[src/rtl/systolic_mac_ctrl.sv]
// rtl/systolic_mac_ctrl.sv - job sequencer for the weight-stationary MAC systolic array
//
// Ports:
//   clk, rst_n          clock, asynchronous active-low reset
//   start, keep_w,      job request (sampled in IDLE), reuse resident weights,
//   num_vec             vector count for the job
//   busy, done          job in flight, one-cycle completion pulse
//   w_rd_en, w_row      weight buffer read strobe and row address
//   w_data              weight row, valid one cycle after w_rd_en
//   x_rd_en, x_idx      feature buffer read strobe and vector index
//   x_data              feature vector, valid one cycle after x_rd_en
//   arr_control         array weight-load line (1 = load)
//   arr_weight          top-row weight_in bus
//   arr_data            left-column data_in bus, slice r feeds row r
//   res_valid           bit c: bottom acc_out of column c holds a result
module systolic_mac_ctrl #(
  parameter int bit_width = 8,
  parameter int depth     = 4,
  parameter int cols      = 4,
  parameter int acc_width = 2*bit_width+depth-1,
  parameter int VEC_W     = 8
) (
  input  logic                                       clk,
  input  logic                                       rst_n,
  input  logic                                       start,
  input  logic                                       keep_w,
  input  logic [VEC_W-1:0]                           num_vec,
  output logic                                       busy,
  output logic                                       done,
  output logic                                       w_rd_en,
  output logic [((depth > 1) ? $clog2(depth) : 1)-1:0] w_row,
  input  logic [cols*bit_width-1:0]                  w_data,
  output logic                                       x_rd_en,
  output logic [VEC_W-1:0]                           x_idx,
  input  logic [depth*bit_width-1:0]                 x_data,
  output logic                                       arr_control,
  output logic [cols*bit_width-1:0]                  arr_weight,
  output logic [depth*bit_width-1:0]                 arr_data,
  output logic [cols-1:0]                            res_valid
);

  localparam int ROW_W = (depth > 1) ? $clog2(depth) : 1;
  localparam int DR_W  = $clog2(depth + cols + 1);
  localparam int TOK_W = depth + cols;

  // The accumulator must at least hold one full product.
  if (acc_width < 2*bit_width) begin : g_acc_check
    $error("systolic_mac_ctrl: acc_width narrower than one product");
  end

  typedef enum logic [2:0] {
    IDLE,
    LOAD,
    STREAM,
    DRAIN,
    DONE
  } state_t;

  state_t            state;
  logic [VEC_W-1:0]  last_idx;
  logic [DR_W-1:0]   drain_cnt;

  // x_vld marks the cycle x_data carries a requested vector.
  logic              x_vld;
  logic [TOK_W-1:0]  tok;

  // ---------------------------------------------------------------------
  // Sequencer. Every strobe is registered here so the buffers see clean
  // flop outputs.
  // ---------------------------------------------------------------------
  always_ff @(posedge clk or negedge rst_n) begin
    if (!rst_n) begin
      state     <= IDLE;
      busy      <= 1'b0;
      done      <= 1'b0;
      w_rd_en   <= 1'b0;
      w_row     <= '0;
      x_rd_en   <= 1'b0;
      x_idx     <= '0;
      last_idx  <= '0;
      drain_cnt <= '0;
    end else begin
      done <= 1'b0;
      case (state)
        IDLE: begin
          if (start) begin
            busy     <= 1'b1;
            last_idx <= num_vec - 1'b1;
            if (num_vec == '0) begin
              // Empty job: no buffer reads, weights left untouched.
              state <= DONE;
              done  <= 1'b1;
            end else if (keep_w) begin
              state   <= STREAM;
              x_rd_en <= 1'b1;
              x_idx   <= '0;
            end else begin
              // Rows are read bottom-first so that after depth shifts
              // down the array each row holds its own weights.
              state   <= LOAD;
              w_rd_en <= 1'b1;
              w_row   <= ROW_W'(depth - 1);
            end
          end
        end

        LOAD: begin
          if (w_row == '0) begin
            // First feature read overlaps the last control cycle, so
            // vector 0 reaches the array just as control drops.
            state   <= STREAM;
            w_rd_en <= 1'b0;
            x_rd_en <= 1'b1;
            x_idx   <= '0;
          end else begin
            w_row <= w_row - 1'b1;
          end
        end

        STREAM: begin
          if (x_idx == last_idx) begin
            state     <= DRAIN;
            x_rd_en   <= 1'b0;
            x_idx     <= '0;
            // Covers the read latency, skew, array depth and column walk
            // of the last vector.
            drain_cnt <= DR_W'(depth + cols);
          end else begin
            x_idx <= x_idx + 1'b1;
          end
        end

        DRAIN: begin
          if (drain_cnt == '0) begin
            state <= DONE;
            done  <= 1'b1;
          end else begin
            drain_cnt <= drain_cnt - 1'b1;
          end
        end

        DONE: begin
          state <= IDLE;
          busy  <= 1'b0;
        end

        default: state <= IDLE;
      endcase
    end
  end

  // ---------------------------------------------------------------------
  // Control delay, data-valid flag and result token chain. Token bit k is
  // a vector's valid delayed k+1 cycles past its x_data cycle; the bottom
  // row of column c emits that vector depth+1+c cycles after x_data.
  // ---------------------------------------------------------------------
  always_ff @(posedge clk or negedge rst_n) begin
    if (!rst_n) begin
      arr_control <= 1'b0;
      x_vld       <= 1'b0;
      tok         <= '0;
    end else begin
      arr_control <= w_rd_en;
      x_vld       <= x_rd_en;
      tok         <= {tok[TOK_W-2:0], x_vld};
    end
  end

  assign res_valid  = tok[TOK_W-1 -: cols];
  assign arr_weight = arr_control ? w_data : '0;

  // ---------------------------------------------------------------------
  // Input skew. Row 0 passes straight through; row r goes through r
  // registers. Gating at the entry keeps non-vector slots at zero.
  // ---------------------------------------------------------------------
  assign arr_data[0 +: bit_width] = x_vld ? x_data[0 +: bit_width] : '0;

  for (genvar r = 1; r < depth; r++) begin : g_skew
    logic [bit_width-1:0] sk [r];

    always_ff @(posedge clk or negedge rst_n) begin
      if (!rst_n) begin
        for (int k = 0; k < r; k++) begin
          sk[k] <= '0;
        end
      end else begin
        sk[0] <= x_vld ? x_data[r*bit_width +: bit_width] : '0;
        for (int k = 1; k < r; k++) begin
          sk[k] <= sk[k-1];
        end
      end
    end

    assign arr_data[r*bit_width +: bit_width] = sk[r-1];
  end

endmodule

[config.mk]
export PLATFORM = sky130hd
export DESIGN_NAME = systolic_mac_ctrl
export DESIGN_NICKNAME = d
export VERILOG_FILES = /design/src/rtl/systolic_mac_ctrl.sv
export SDC_FILE = /design/constraint.sdc
export NUM_CORES = 1
export LEC_CHECK = 0
export BUFFER_PORTS_ARGS = -buffer_cell sky130_fd_sc_hd__buf_2
export CAP_MARGIN = 30
export CORE_ASPECT_RATIO = 0.7
export CORE_MARGIN = 10
export CORE_UTILIZATION = 40
export CTS_CLUSTER_DIAMETER = 60
export DETAILED_ROUTE_END_ITERATION = 16
export PLACE_DENSITY = 0.73
export SLEW_MARGIN = 20
export SYNTH_ARGS = -nofsm -noshare
export SYNTH_HDL_FRONTEND = slang
export SYNTH_SLANG_ARGS = --single-unit
[constraint.sdc]
create_clock -name clk -period 1.6 [get_ports clk]
set_clock_uncertainty 0.15 [all_clocks]
set_input_delay 0 -clock clk [delete_from_list [all_inputs] [get_ports clk]]
set_output_delay 0 -clock clk [all_outputs]
set_load 0.005 [all_outputs]
==> results.tsv <==
stage	metric	value	unit
sta	Slew Viols, Final	0	
status	status	complete, but fails checks	
sta	measured slew at the worst slew-check pin	0.8191	ns
logic_synthesis	Net Count, Synth	406	
setup_path	CP Launch Type	flip-flop	
route	First-pass DRT Iterations	4	
logic_synthesis	sequential area share after synthesis	58.86	%
sta	endpoints failing setup	14	
cells_and_area	Area Overhead vs Synth	56.70	%
clock_network	Clock Path Buffers	2	
setup_path	WP data required	1.67	ns
die	num ports	159	
die	Die Span Y	100.5	um
logic_synthesis	number of synthesized flops with an enable pin	0	
grt	pin count of the biggest net entering global routing	37	
setup_path	Worst R2R Setup Slack	-0.16	ns
sta	setup ws final	-0.1577	ns
min_path	worst hold stages	4	
logic_synthesis	Post-Syn Area	3699	sq um
route	Routed WL	10.90	mm
setup_path	crit-path cells	xnor2_2 -> nand4_1 -> buf_4 -> o21ai_4 -> buf_6 -> a2bb2oi_2 -> o31ai_2	
sta	Slew headroom	45.40	%
cells_and_area	nets	634	
status	failing checks	hold timing, setup timing	
grt	first-pass GRT wire length	16.85	mm
cells_and_area	Inserted Diodes	0	
place	gpl congestion	0.8823	
clock_network	Root Buffer	clkbuf_16	
cells_and_area	Core Util, Final	64.15	%
setup_path	R2R depth	7	
logic_synthesis	Mapped Cells	325	
cells_and_area	leading cell type in the layout, fill and taps excluded	buf_2	
pwr	pwr dens	1597	nW/um^2
cells_and_area	final instance area	5796	sq um
place	Post-DP Area	4791	sq um
min_path	Min-Delay Path Class	in -> reg	
sta	WHS	-0.02927	ns
cells_and_area	Finished Layout Cells	682	
job	Max Cap Violations	0	
route	Vias	3208	
die	Die Footprint	13550	sq um
sta	Max Clk Rate	568.9	MHz
clock_network	# H-tree levels	3	
logic_synthesis	post-synthesis async set-or-reset flop share	100.0	%
cells_and_area	most frequent cells in the layout	157 x buf_2, 83 x dfrtp_1, 64 x and2_1	
pwr	VDD IR max	0.8280	mV
logic_synthesis	Synth area leader	dfrtp_1	
route	remaining antenna violation count after routing	0	
die	Core Region	9035	sq um
route	drt wl/cell	15.98	um
place	dpl cells	615	
setup_path	crit path max-delay cell type	dfrtp_1	
clock_network	Clock Sinks	87	
setup_path	CP peak stage delay	0.41	ns
route	DR iter-0 viols	172	
cells_and_area	layout cells sized above 1	49.10	%
sta	Final Hold Fails	2	
sta	minimum clock period	1.758	ns
setup_path	Crit Path Category	reg -> reg	
route	vias per cell	4.704	
grt	Global Route Usage Sum	15.50	%
logic_synthesis	Syn Area/Cell	11.38	sq um
setup_path	Arr. time, crit path	1.82	ns
logic_synthesis	post-synthesis cell type count	45	
grt	GRT overflow	0	
grt	vias in the first global route	3299	
logic_synthesis	synth top area cells	dfrtp_1 59%, and2_1 11%, buf_4 4.3%, xnor2_1 3.1%, nand2_1 2.5%	
logic_synthesis	share of the synthesized area in the top cell type	58.86	%
logic_synthesis	synth warn	0	
die	Initial Util	40.94	%
setup_path	Max FO, Critical Path	5	
clock_network	Inserted Clock Buffers	9	
grt	initial antenna violation count	0	
die	Die Width	134.9	um
die	Row Count	29	
setup_path	endpoint class of the critical path	flip-flop	
sta	RSZ-0062 raised after global routing	true	
sta	fin crit share	109.9	%
route	Residual DRC	0	
logic_synthesis	Main synth FF type	dfrtp_1	
pwr	Leakage	0.002761	uW
clock_network	CTS tree	done	
clock_network	CTS clk-pin slew, worst paths	0.06	ns
logic_synthesis	Seq cells post-synth	87	
place	Post-DP HPWL	7.421	mm
place	IO buf count	158	
clock_network	clk_lat worst skew	0.34	ns
## through the flow
| step | power, uW | setup TNS (ns) | setup WS, ns |
|---|---|---|---|
| 6_report | 9254 | -1.151 | -0.1577 |
| 5_1_grt | 9891 | -2.769 | -0.2431 |
| 4_1_cts | 8830 | -2.807 | -0.1682 |
| 3_5_place_dp | 6431 | -2.160 | -0.2134 |
| 3_3_place_gp | 6332 | -1.105 | -0.1399 |
| 2_1_floorplan | 5023 | -0.1320 | -0.04697 |
## Yosys cell counts (all sizes together) (2+ instances only)
cell,n
a211oi,2
nand3,5
nand4,3
a22o,4
inv,9
xnor2,13
dfrtp,87
nor4,2
a2111oi,2
nor3,6
and2,64
nor3b,2
xor2,3
o31ai,2
nand2,25
ha,5
buf,23
nand2b,3
and3,2
nor2,14
clkbuf,8
a21oi,7
o22ai,2
a22oi,2
o21ai,17
## cell families (layout without fill, tap and decap cells)
group	count (synthesis)	after routing	synth area share, %
fa+ha+maj	5	5	1.691
flops	87	87	58.86
xor+xnor	16	16	3.789
compound gates	48	48	9.709
simple gates	129	129	19.69
buf+inv	40	273	6.258
## where the power goes
group	switching, uW	internal [uW]	leakage [uW]
Sequential	415	2850	0.00101
Clock	928	1080	0.000140
Combinational	1850	2120	0.00161
Total	3200	6060	0.00276
## layer usage
layer	GRT usage (%)	part of all wire (%)
met1	17.31	39
met3	6.574	9.0
met5	0	0
met4	4.538	1.7
met2	26.60	51
## repair_timing
action	CTS	global route
resized for setup	19	47
endpoints found under the hold margin	124	3
gates cloned	0	2
setup endpoints to repair	35	45
hold buffers	37	4
pin swaps	11	8
setup buffers	6	7
## layout make-up
type | count | area [sq um]
Clock inverter | 7 | 63.81
Timing Repair Buffer | 248 | 1637
Multi-Input combinational cell | 198 | 1499
Inverter | 9 | 33.78
Fill cell | 722 | 3239
Tap cell | 124 | 155.1
Sequential cell | 87 | 2182
Clock buffer | 9 | 225.2
## flip-flops by register name, indices dropped and copies added (netlist names)
name	flops
drain_cnt	4
w_row	2
busy	1
w_rd_en	1
state	3
arr_control	1
g_skew.sk	32
done	1
x_vld	1
last_idx	8
x_rd_en	1
arr_data	16
x_idx	8
tok	8
## final timing paths
path	end	start
worst max-delay path	x_idx[4]	x_idx[6]
worst min-delay path	last_idx[4]	num_vec[4]
worst max register to register	x_idx[4]	x_idx[6]
worst min register to register	arr_data[30]	g_skew[3].sk[14]
max in group asynchronous	g_skew[3].sk[12]	rst_n
min in group asynchronous	arr_data[27]	rst_n
## worst max-delay path: cells and delay by family, from the launching register on
| family | cells | cell delay [ns] |
|---|---|---|
| AND/OR/NAND/NOR | 1 | 0.15 |
| AO/OA/AOI/OAI | 3 | 0.44 |
| buffers and inverters | 2 | 0.30 |
| XOR/XNOR | 1 | 0.19 |
| flip-flops | 1 | 0.41 |
(Power assumes the default switching activity.)
